<file path="src/rtl/imm_encoder_pkg.sv">
`default_nettype none
// ============================================================================
// Module      : imm_encoder_pkg
// Description : Immediate-format codes shared by the NPC immediate decoder
//               and encoder, plus the stored entry type used by the encoder.
// Revision    : 1.0 - initial release
// ============================================================================
package imm_encoder_pkg;

    localparam logic [2:0] c_IMM_I = 3'd0;
    localparam logic [2:0] c_IMM_U = 3'd1;
    localparam logic [2:0] c_IMM_S = 3'd2;
    localparam logic [2:0] c_IMM_B = 3'd3;
    localparam logic [2:0] c_IMM_J = 3'd4;

    typedef struct packed {
        logic [31:0] cmd;
        logic        err;
    } enc_entry_t;

endpackage
`default_nettype wire

</file>
<file path="src/rtl/imm_scatter.sv">
`default_nettype none
// ============================================================================
// Module      : imm_scatter
// Description : Combinational scatter of an immediate into the RISC-V bit
//               positions of its format, merged over a base instruction word.
//               The err output and range check exist only with
//               IMM_RANGE_CHECK_EN defined.
// Revision    : 1.0 - initial release
// ============================================================================
module imm_scatter
    import imm_encoder_pkg::*;
(
    input  logic [2:0]  op_imm,
    input  logic [31:0] imm,
    input  logic [31:0] base,
    output logic [31:0] cmd
`ifdef IMM_RANGE_CHECK_EN
    ,
    output logic        err
`endif
);

    // Undefined codes fall into the I layout, matching the decoder default.
    always_comb begin
        cmd = base;
        case (op_imm)
            c_IMM_U: cmd[31:12] = imm[31:12];
            c_IMM_J: begin
                cmd[31]    = imm[20];
                cmd[30:21] = imm[10:1];
                cmd[20]    = imm[11];
                cmd[19:12] = imm[19:12];
            end
            c_IMM_S: begin
                cmd[31:25] = imm[11:5];
                cmd[11:7]  = imm[4:0];
            end
            c_IMM_B: begin
                cmd[31]    = imm[12];
                cmd[30:25] = imm[10:5];
                cmd[11:8]  = imm[4:1];
                cmd[7]     = imm[11];
            end
            default: cmd[31:20] = imm[11:0];
        endcase
    end

`ifdef IMM_RANGE_CHECK_EN
    logic w_fit_12;
    logic w_fit_13;
    logic w_fit_21;

    // Upper bits must be a pure sign extension of the field's top bit.
    assign w_fit_12 = (&imm[31:11]) | ~(|imm[31:11]);
    assign w_fit_13 = (&imm[31:12]) | ~(|imm[31:12]);
    assign w_fit_21 = (&imm[31:20]) | ~(|imm[31:20]);

    always_comb begin
        err = 1'b0;
        case (op_imm)
            c_IMM_U: err = |imm[11:0];
            c_IMM_J: err = ~w_fit_21 | imm[0];
            c_IMM_B: err = ~w_fit_13 | imm[0];
            default: err = ~w_fit_12;
        endcase
    end
`endif

endmodule
`default_nettype wire

</file>
<file path="src/rtl/imm_encoder.sv">
`default_nettype none
// ============================================================================
// Module      : imm_encoder
// Description : Valid/ready immediate encoder with a registered output stage
//               and one skid entry. Define IMM_RANGE_CHECK_EN to report
//               immediates that do not fit their format on err.
// Revision    : 1.0 - initial release
// ============================================================================
module imm_encoder
    import imm_encoder_pkg::*;
#(
    parameter int CNT_W = 32
) (
    input  logic             clk,
    input  logic             rst,
    input  logic             in_valid,
    output logic             in_ready,
    input  logic [2:0]       op_imm,
    input  logic [31:0]      imm,
    input  logic [31:0]      base,
    output logic             out_valid,
    input  logic             out_ready,
    output logic [31:0]      cmd,
    output logic             err,
    output logic [CNT_W-1:0] enc_cnt
);

    logic [31:0]      w_cmd;
    logic             w_err;
    enc_entry_t       w_entry;
    logic             w_in_fire;
    logic             w_out_free;

    enc_entry_t       r_out;
    logic             r_out_valid;
    enc_entry_t       r_skid;
    logic             r_skid_full;
    logic [CNT_W-1:0] r_enc_cnt;

`ifdef IMM_RANGE_CHECK_EN
    imm_scatter u_scatter (
        .op_imm (op_imm),
        .imm    (imm),
        .base   (base),
        .cmd    (w_cmd),
        .err    (w_err)
    );
`else
    imm_scatter u_scatter (
        .op_imm (op_imm),
        .imm    (imm),
        .base   (base),
        .cmd    (w_cmd)
    );
    assign w_err = 1'b0;
`endif

    assign w_entry    = '{cmd: w_cmd, err: w_err};
    assign in_ready   = ~r_skid_full;
    assign w_in_fire  = in_valid & in_ready;
    assign w_out_free = ~r_out_valid | out_ready;

    // The skid only fills while the output is stalled, so an input can never
    // arrive in the same cycle the skid is being emptied.
    always_ff @(posedge clk) begin
        if (rst) begin
            r_out       <= '0;
            r_out_valid <= 1'b0;
            r_skid      <= '0;
            r_skid_full <= 1'b0;
            r_enc_cnt   <= '0;
        end else begin
            if (w_in_fire) begin
                r_enc_cnt <= r_enc_cnt + CNT_W'(1);
            end
            if (w_out_free) begin
                if (r_skid_full) begin
                    r_out       <= r_skid;
                    r_out_valid <= 1'b1;
                    r_skid_full <= 1'b0;
                end else if (w_in_fire) begin
                    r_out       <= w_entry;
                    r_out_valid <= 1'b1;
                end else begin
                    r_out_valid <= 1'b0;
                end
            end else if (w_in_fire) begin
                r_skid      <= w_entry;
                r_skid_full <= 1'b1;
            end
        end
    end

    assign out_valid = r_out_valid;
    assign cmd       = r_out.cmd;
    assign err       = r_out.err;
    assign enc_cnt   = r_enc_cnt;

endmodule
`default_nettype wire

</file>
<file path="config.mk">
export PLATFORM = sky130hd
export DESIGN_NAME = imm_encoder
export DESIGN_NICKNAME = d
export VERILOG_FILES = /design/src/rtl/imm_encoder_pkg.sv /design/src/rtl/imm_scatter.sv /design/src/rtl/imm_encoder.sv
export SDC_FILE = /design/constraint.sdc
export NUM_CORES = 1
export LEC_CHECK = 0
export CAP_MARGIN = 30
export CORE_ASPECT_RATIO = 1.25
export CORE_MARGIN = 3
export CORE_UTILIZATION = 40
export CTS_CLUSTER_SIZE = 16
export DETAILED_ROUTE_END_ITERATION = 16
export MAX_ROUTING_LAYER = met4
export PLACE_DENSITY = 0.7
export SYNTH_ARGS = -nofsm -noshare
export SYNTH_HDL_FRONTEND = slang
export SYNTH_SLANG_ARGS = --single-unit
</file>
<file path="constraint.sdc">
create_clock -name clk -period 3.3 [get_ports clk]
set_input_delay 0.66 -clock clk [delete_from_list [all_inputs] [get_ports clk]]
set_output_delay 0.66 -clock clk [all_outputs]
set_load 0.01 [all_outputs]
</file>
==> results of run 1 <==
==> worst min-delay path, cell delays in order (launching register included) <==
cell and delay, ns:
dfxtp_1 0.31, nand2_1 0.05, a21oi_1 0.05
==> power by group through the flow <==
stage	logic, W	registers, W	clock network, W
6_report	0.000393	0.00126	0.00104
5_1_grt	0.000427	0.00127	0.00111
4_1_cts	0.000396	0.00126	0.00107
3_5_place_dp	0.000394	0.00129	0
3_3_place_gp	0.000386	0.00128	0
2_1_floorplan	0.000177	0.00130	0
==> routing by layer <==
| metal | track usage, % | vias up |
|---|---|---|
| li1 | - | 2244 |
| met1 | 26.2 | 2162 |
| met2 | 33.3 | 140 |
| met3 | 4.07 | 20 |
| met4 | 7.34 | 0 |
| met5 | - | - |
==> metrics by stage <==
stage	util (%)	power, W	setup slack, ns	instance area [um^2]
after floorplan	-	0.00148	1.19	4650
after global placement	53.6	0.00167	0.494	6020
after detailed placement	53.6	0.00168	0.475	6020
after CTS	56.2	0.00272	0.843	6320
after global routing	56.2	0.00280	0.668	6320
final	56.2	0.00270	0.799	6320
==> cells by family after synthesis <==
logic type | Yosys count | synth area share, %
muxes | 25 | 5.46
buffers and inverters | 57 | 5.25
other | 1 | 0.0807
adders and majority gates | 1 | 0.269
DFF | 98 | 42.2
xor gates and xnor gates | 11 | 2.23
and+or+nand+nor | 208 | 23.2
AOI/OAI and AO/OA | 152 | 21.3
==> worst max path at each step <==
stage                     startpoint           to  slack [ns]
after global routing        in_valid  enc_cnt[31]        0.67
final                       in_valid  enc_cnt[31]        0.80
after floorplan            op_imm[2]      cmd[18]        1.19
after detailed placement    in_valid  enc_cnt[31]        0.48
after global placement      in_valid  enc_cnt[31]        0.49
after CTS                   in_valid  enc_cnt[31]        0.84
==> cells in the mapped netlist, types with 11 or more instances <==
| master | number |
|---|---|
| o21ai_0 | 21 |
| a211oi_1 | 33 |
| mux2i_1 | 22 |
| nor3_1 | 11 |
| nand3_1 | 24 |
| dfxtp_1 | 98 |
| o31ai_1 | 21 |
| a21oi_1 | 47 |
| nor2_1 | 55 |
| nor3b_1 | 12 |
| clkbuf_1 | 34 |
| or4_1 | 16 |
| inv_1 | 12 |
| nand2_1 | 47 |
==> registers in the layout (all words and copies together) (netlist names) <==
signal	flops
enc_cnt	32
r_skid	32
out_valid	1
cmd	32
r_skid_full	1
==> layout make-up <==
| type | count | area [um^2] | area share, % |
|---|---|---|---|
| multi-input cells | 398 | 2450 | 38.9 |
| flip-flops and latches | 98 | 1960 | 31.1 |
| repair buffers | 143 | 1390 | 22.0 |
| clock buffers | 11 | 243 | 3.84 |
| well taps | 135 | 169 | 2.67 |
| clock inverters | 4 | 51.3 | 0.812 |
| inverters | 12 | 45.0 | 0.713 |
==> impl_metrics.toml, run 1 <==
[cts]
clk_latency_ns = 0.34
clk_path_buf_depth = 2
postCtsSetupRepairBufs = 0
cts_tree = "built"
clk_pin_slew_worst_paths_ns = 0.07
root_buffer = "clkbuf_16"
cts_resized = 0
h-tree-depth = 3
clkSinkCount = 98
ctsHoldBuffers = 0
numCtsBuffers = 9

[setup_path]
path_cells = "clkdlybuf4s50_1 > nand4b_1 > or4_1 > or4_1 > a21oi_1"
path_buf_inv = 1
cp-end-kind = "register"
cp-start-kind = "primary input"
path_class = "primary input to register"
critPathTopFamily = "simple AND/OR/NAND/NOR gates"
cp.depth = 5
critPathRequiredTime_ns = 3.57
max_stage_delay_ns = 0.62
r2r_cells = 4
cpMostUsedCell = "or4_1"
cp_max_fo = 10
r2r_end = "enc_cnt[31]"
rrSetupSlack_ns = 1.26
cp_slowest_cell = "or4_1"
r2r-start = "enc_cnt[18]"
critPathArrivalTime_ns = 2.77

[die]
coreArea_mm2 = 0.0112
num_rows = 43
ios = 138
start_util_pct = 41.3
fp.dieW_um = 102
dieArea_mm2 = 0.0130
die_h_um = 127

[logic_synthesis]
ys_seq_elements = 98
yosysSeqAreaShare_pct = 42.2
netlist_instances = 553
yosysUniqueCellTypes = 51
ys.flop_type = "dfxtp_1"
syn_area_per_cell_um2 = 8.41
synth-async-reset-ratio_pct = 0
syn_nets = 625
synth.largest_area_cell = "dfxtp_1"
synth_warnings = 0
synthTopCellsByArea = "dfxtp_1 42%, a211oi_1 5.3%, a21oi_1 5.1%"
synth_edf_count = 0
syn_area_mm2 = 0.00465
yosysTopAreaCellShare_pct = 42.2

[detailed_routing]
dr.max_layer_used = "met4"
drc_errors = 0
wire_per_inst_um = 16.4
ant_nets = 0
met1_length_um = 5740
wl_met3_um = 706
routed_wirelength_um = 13100
viasPerCell = 5.70
vias = 4566
firstDrtPassIters = 5
drtIter0Drc = 215
met2_length_um = 6420

[power_and_ir_drop]
p_int_w = 0.00204
switchingPower_w = 0.000652
power_density_mw_per_mm2 = 427
vdd_ir_drop_max_uv = 227
p_seq_share_pct = 46.7
clkPwrFrac_pct = 38.7
pwr-share-comb_pct = 14.6
p_leak_nw = 2.22
p_sw_share_pct = 24.2

[flow_run]
drv_cap = 0

[hold_path]
hold_class = "register to register"
hold_path_end = "cmd[11]"
hp-start = "cmd[11]"
hold_depth = 2

[finish]
syn_to_final_growth_pct = 35.9
fillers = 994
diodes = 0
layout-drive-gt1-share_pct = 6.76
final_common_cell = "clkdlybuf4s50_1"
final_cell_mix = "128 x clkdlybuf4s50_1, 97 x dfxtp_1, 55 x nor2_1"
instances_no_fill = 801
num-nets-final = 734

[grt]
grt_overflow_total = 0
antenna_found_initial = 0
grt_max_degree = 46
grtUsageTotal_pct = 20.9
grt_pass1_vias = 4399
grt_pass1_wl_um = 21400

[timing]
rsz0062_at_grt = "false"
fin_crit_sh_pct = 75.8
holdWs_ns = 0.450
fin_skew_ns = 0.0100
timing.slew.headroom_pct = 44.6
fmax_mhz = 400
tns_ns = 0
setup_viol = 0
tightest_slew_ns = 0.830
fin_crit_ns = 2.50
hold_violations = 0
finalMaxSlewViolations = 0

[place]
hpwlAfterDp_um = 9200
port-buffer-count = 129
gp_congestion = 0.817
place_inst = 786

[status]
status = "finished clean"
Note: power is estimated with default switching activity, not from simulation.
==> run 2, diff against run 1 <==
Settings changed: PLACE_DENSITY 0.7 to 0.72.
Clock period 3.3 ns to 2.3 ns, I/O delays scaled along.
==> run 2 against run 1 <==
Effect of this change: sequential cell count unchanged; via count is 2.7% higher; non-clock buffer count up 26; combinational power up 49%; global-route usage is 0.53 points higher; clock power increased by 52%; final cell count increased by 3.4%; clock skew fell by 0.0046 ns; clock-buffer cell count stayed put; largest power group unchanged; highest routed layer unchanged.
==> impl_metrics.toml, run 2 (synthesis gave the netlist of run 1 again) <==
[status]
status = "finished clean"

[setup_path]
cp-end-kind = "output port"
cp-start-kind = "register"
r2r-start = "enc_cnt[18]"
critPathArrivalTime_ns = 1.73
crit_path_end = "in_ready"
rrSetupSlack_ns = 0.34
cp_max_fo = 39
max_stage_delay_ns = 0.50
cp.depth = 3
critPathTopFamily = "buffers and inverters"
path_class = "register to output port"
path_cells = "buf_4 > inv_1 > clkdlybuf4s50_1"
crit_start = "r_skid_full"
r2r_cells = 4
critPathRequiredTime_ns = 1.84
cp_slowest_cell = "clkdlybuf4s50_1"
r2r_end = "enc_cnt[31]"
path_buf_inv = 3

[place]
place_ws_ns = -0.115
hpwlAfterDp_um = 9610
port-buffer-count = 129
gp_congestion = 0.891
place_inst = 808

[detailed_routing]
routed_wirelength_um = 13600
drc_errors = 0
viasPerCell = 5.66
vias = 4688
firstDrtPassIters = 6
wire_per_inst_um = 16.4
ant_nets = 0
drtIter0Drc = 156

[timing]
fmax_mhz = 456
fin_skew_ns = 0.00539
fin_crit_ns = 2.19
setup_slack_ns = 0.107
setup_viol = 0
rsz0062_at_grt = "false"
timing.slew.headroom_pct = 54.8
hold_violations = 0
finalMaxSlewViolations = 0
tightest_slew_ns = 0.677
fin_crit_sh_pct = 95.4

[cts]
clk_path_buf_depth = 2
h-tree-depth = 3
numCtsBuffers = 9
clk_pin_slew_worst_paths_ns = 0.06
cts_tree = "built"
root_buffer = "clkbuf_16"
clk_latency_ns = 0.34
clkSinkCount = 98

[grt]
grt_overflow_total = 0
met2_usage_pct = 36.0
grt_max_degree = 88
grtUsageTotal_pct = 21.4
antenna_found_initial = 0
grt_pass1_wl_um = 22000
use_met3_pct = 3.36
met1_usage_pct = 25.3
busiest_layer = "met2"
grt_pass1_vias = 4600

[flow_run]
drv_cap = 0

[power_and_ir_drop]
pwr-share-comb_pct = 14.7
p_leak_nw = 2.36
power_density_mw_per_mm2 = 605
p_int_w = 0.00303
p_sw_share_pct = 23.7
switchingPower_w = 0.000942
vdd_ir_drop_max_uv = 332
clkPwrFrac_pct = 39.7
p_seq_share_pct = 45.6

[finish]
diodes = 0
syn_to_final_growth_pct = 41.3
final_cell_mix = "128 x clkdlybuf4s50_1, 97 x dfxtp_1, 55 x nor2_1"
num-nets-final = 760
final_common_cell = "clkdlybuf4s50_1"
instances_no_fill = 828
layout-drive-gt1-share_pct = 10.2

[hold_path]
hold_class = "register to register"

[die]
ios = 138
start_util_pct = 41.3
coreArea_mm2 = 0.0112
num_rows = 43
fp.dieW_um = 102
die_h_um = 127
dieArea_mm2 = 0.0130
## run 2: cell types whose count changed in the layout (fill, tap and decap cells not counted), sizes merged
cell / change
buf: +26
bufinv: +1
clkinv: +2
clkinvlp: -1
inv: -1
## run 2: layer usage
metal	vias up	wire length, um
met2	141	6820
li1	2290	-
met1	2237	5740
met4	0	254
met3	20	776
met5	-	0
## run 2: tightest hold or removal path, cell delays in order, from the launching register on
cell and delay (ns):
dfxtp_1 0.31, nand2_1 0.05, a21oi_1 0.05
## run 2: what timing repair did
action	in CTS	in global routing
resized for setup	0	0
endpoints found under the setup margin	0	5
setup buffers	0	4
hold buffers	0	0
## run 2: how the worst min path moves through the flow
stage	startpoint	slack, ns	depth (start not counted)	end
floorplan	r_skid[22]	0.43	2	r_skid[22]
global placement	cmd[11]	0.44	2	cmd[11]
detailed placement	r_skid[22]	0.45	2	r_skid[22]
CTS	r_skid[24]	0.46	2	r_skid[24]
global route	r_skid[1]	0.48	2	r_skid[1]
finish	r_skid[24]	0.45	2	r_skid[24]
## run 2: power by group through the flow
stage	sequential, W	clock, W	combinational, W
2_1_floorplan	0.00186	0	0.000254
3_3_place_gp	0.00184	0	0.000568
3_5_place_dp	0.00185	0	0.000583
4_1_cts	0.00181	0.00162	0.000587
5_1_grt	0.00182	0.00169	0.000633
6_report	0.00181	0.00158	0.000585
## run 2: metrics by stage
stage / util (%) / total power (W) / TNS, ns / instance area, um^2 / hold WS [ns]
floorplan: - / 0.00212 / 0 / 4650 / 0.433
global placement: 55.4 / 0.00241 / -0.361 / 6230 / 0.438
detailed placement: 55.4 / 0.00243 / -0.728 / 6230 / 0.446
CTS: 58.1 / 0.00402 / 0 / 6540 / 0.456
global route: 58.4 / 0.00414 / 0 / 6570 / 0.484
finish: 58.4 / 0.00397 / 0 / 6570 / 0.452
## run 2: layout make-up
| cell class | count | area, um^2 |
|---|---|---|
| Fill cell | 997 | 4680 |
| Multi-Input combinational cell | 398 | 2450 |
| Sequential cell | 98 | 1960 |
| Timing Repair Buffer | 169 | 1620 |
| Clock buffer | 11 | 233 |
| Tap cell | 135 | 169 |
| Clock inverter | 5 | 78.8 |
| Inverter | 12 | 45.0 |
==> run 3, diff against run 2 <==
Settings changed: CAP_MARGIN 30 to not set.
==> results of run 3 <==
Same layout as run 2: the final DEF is identical, and so are final timing and power.
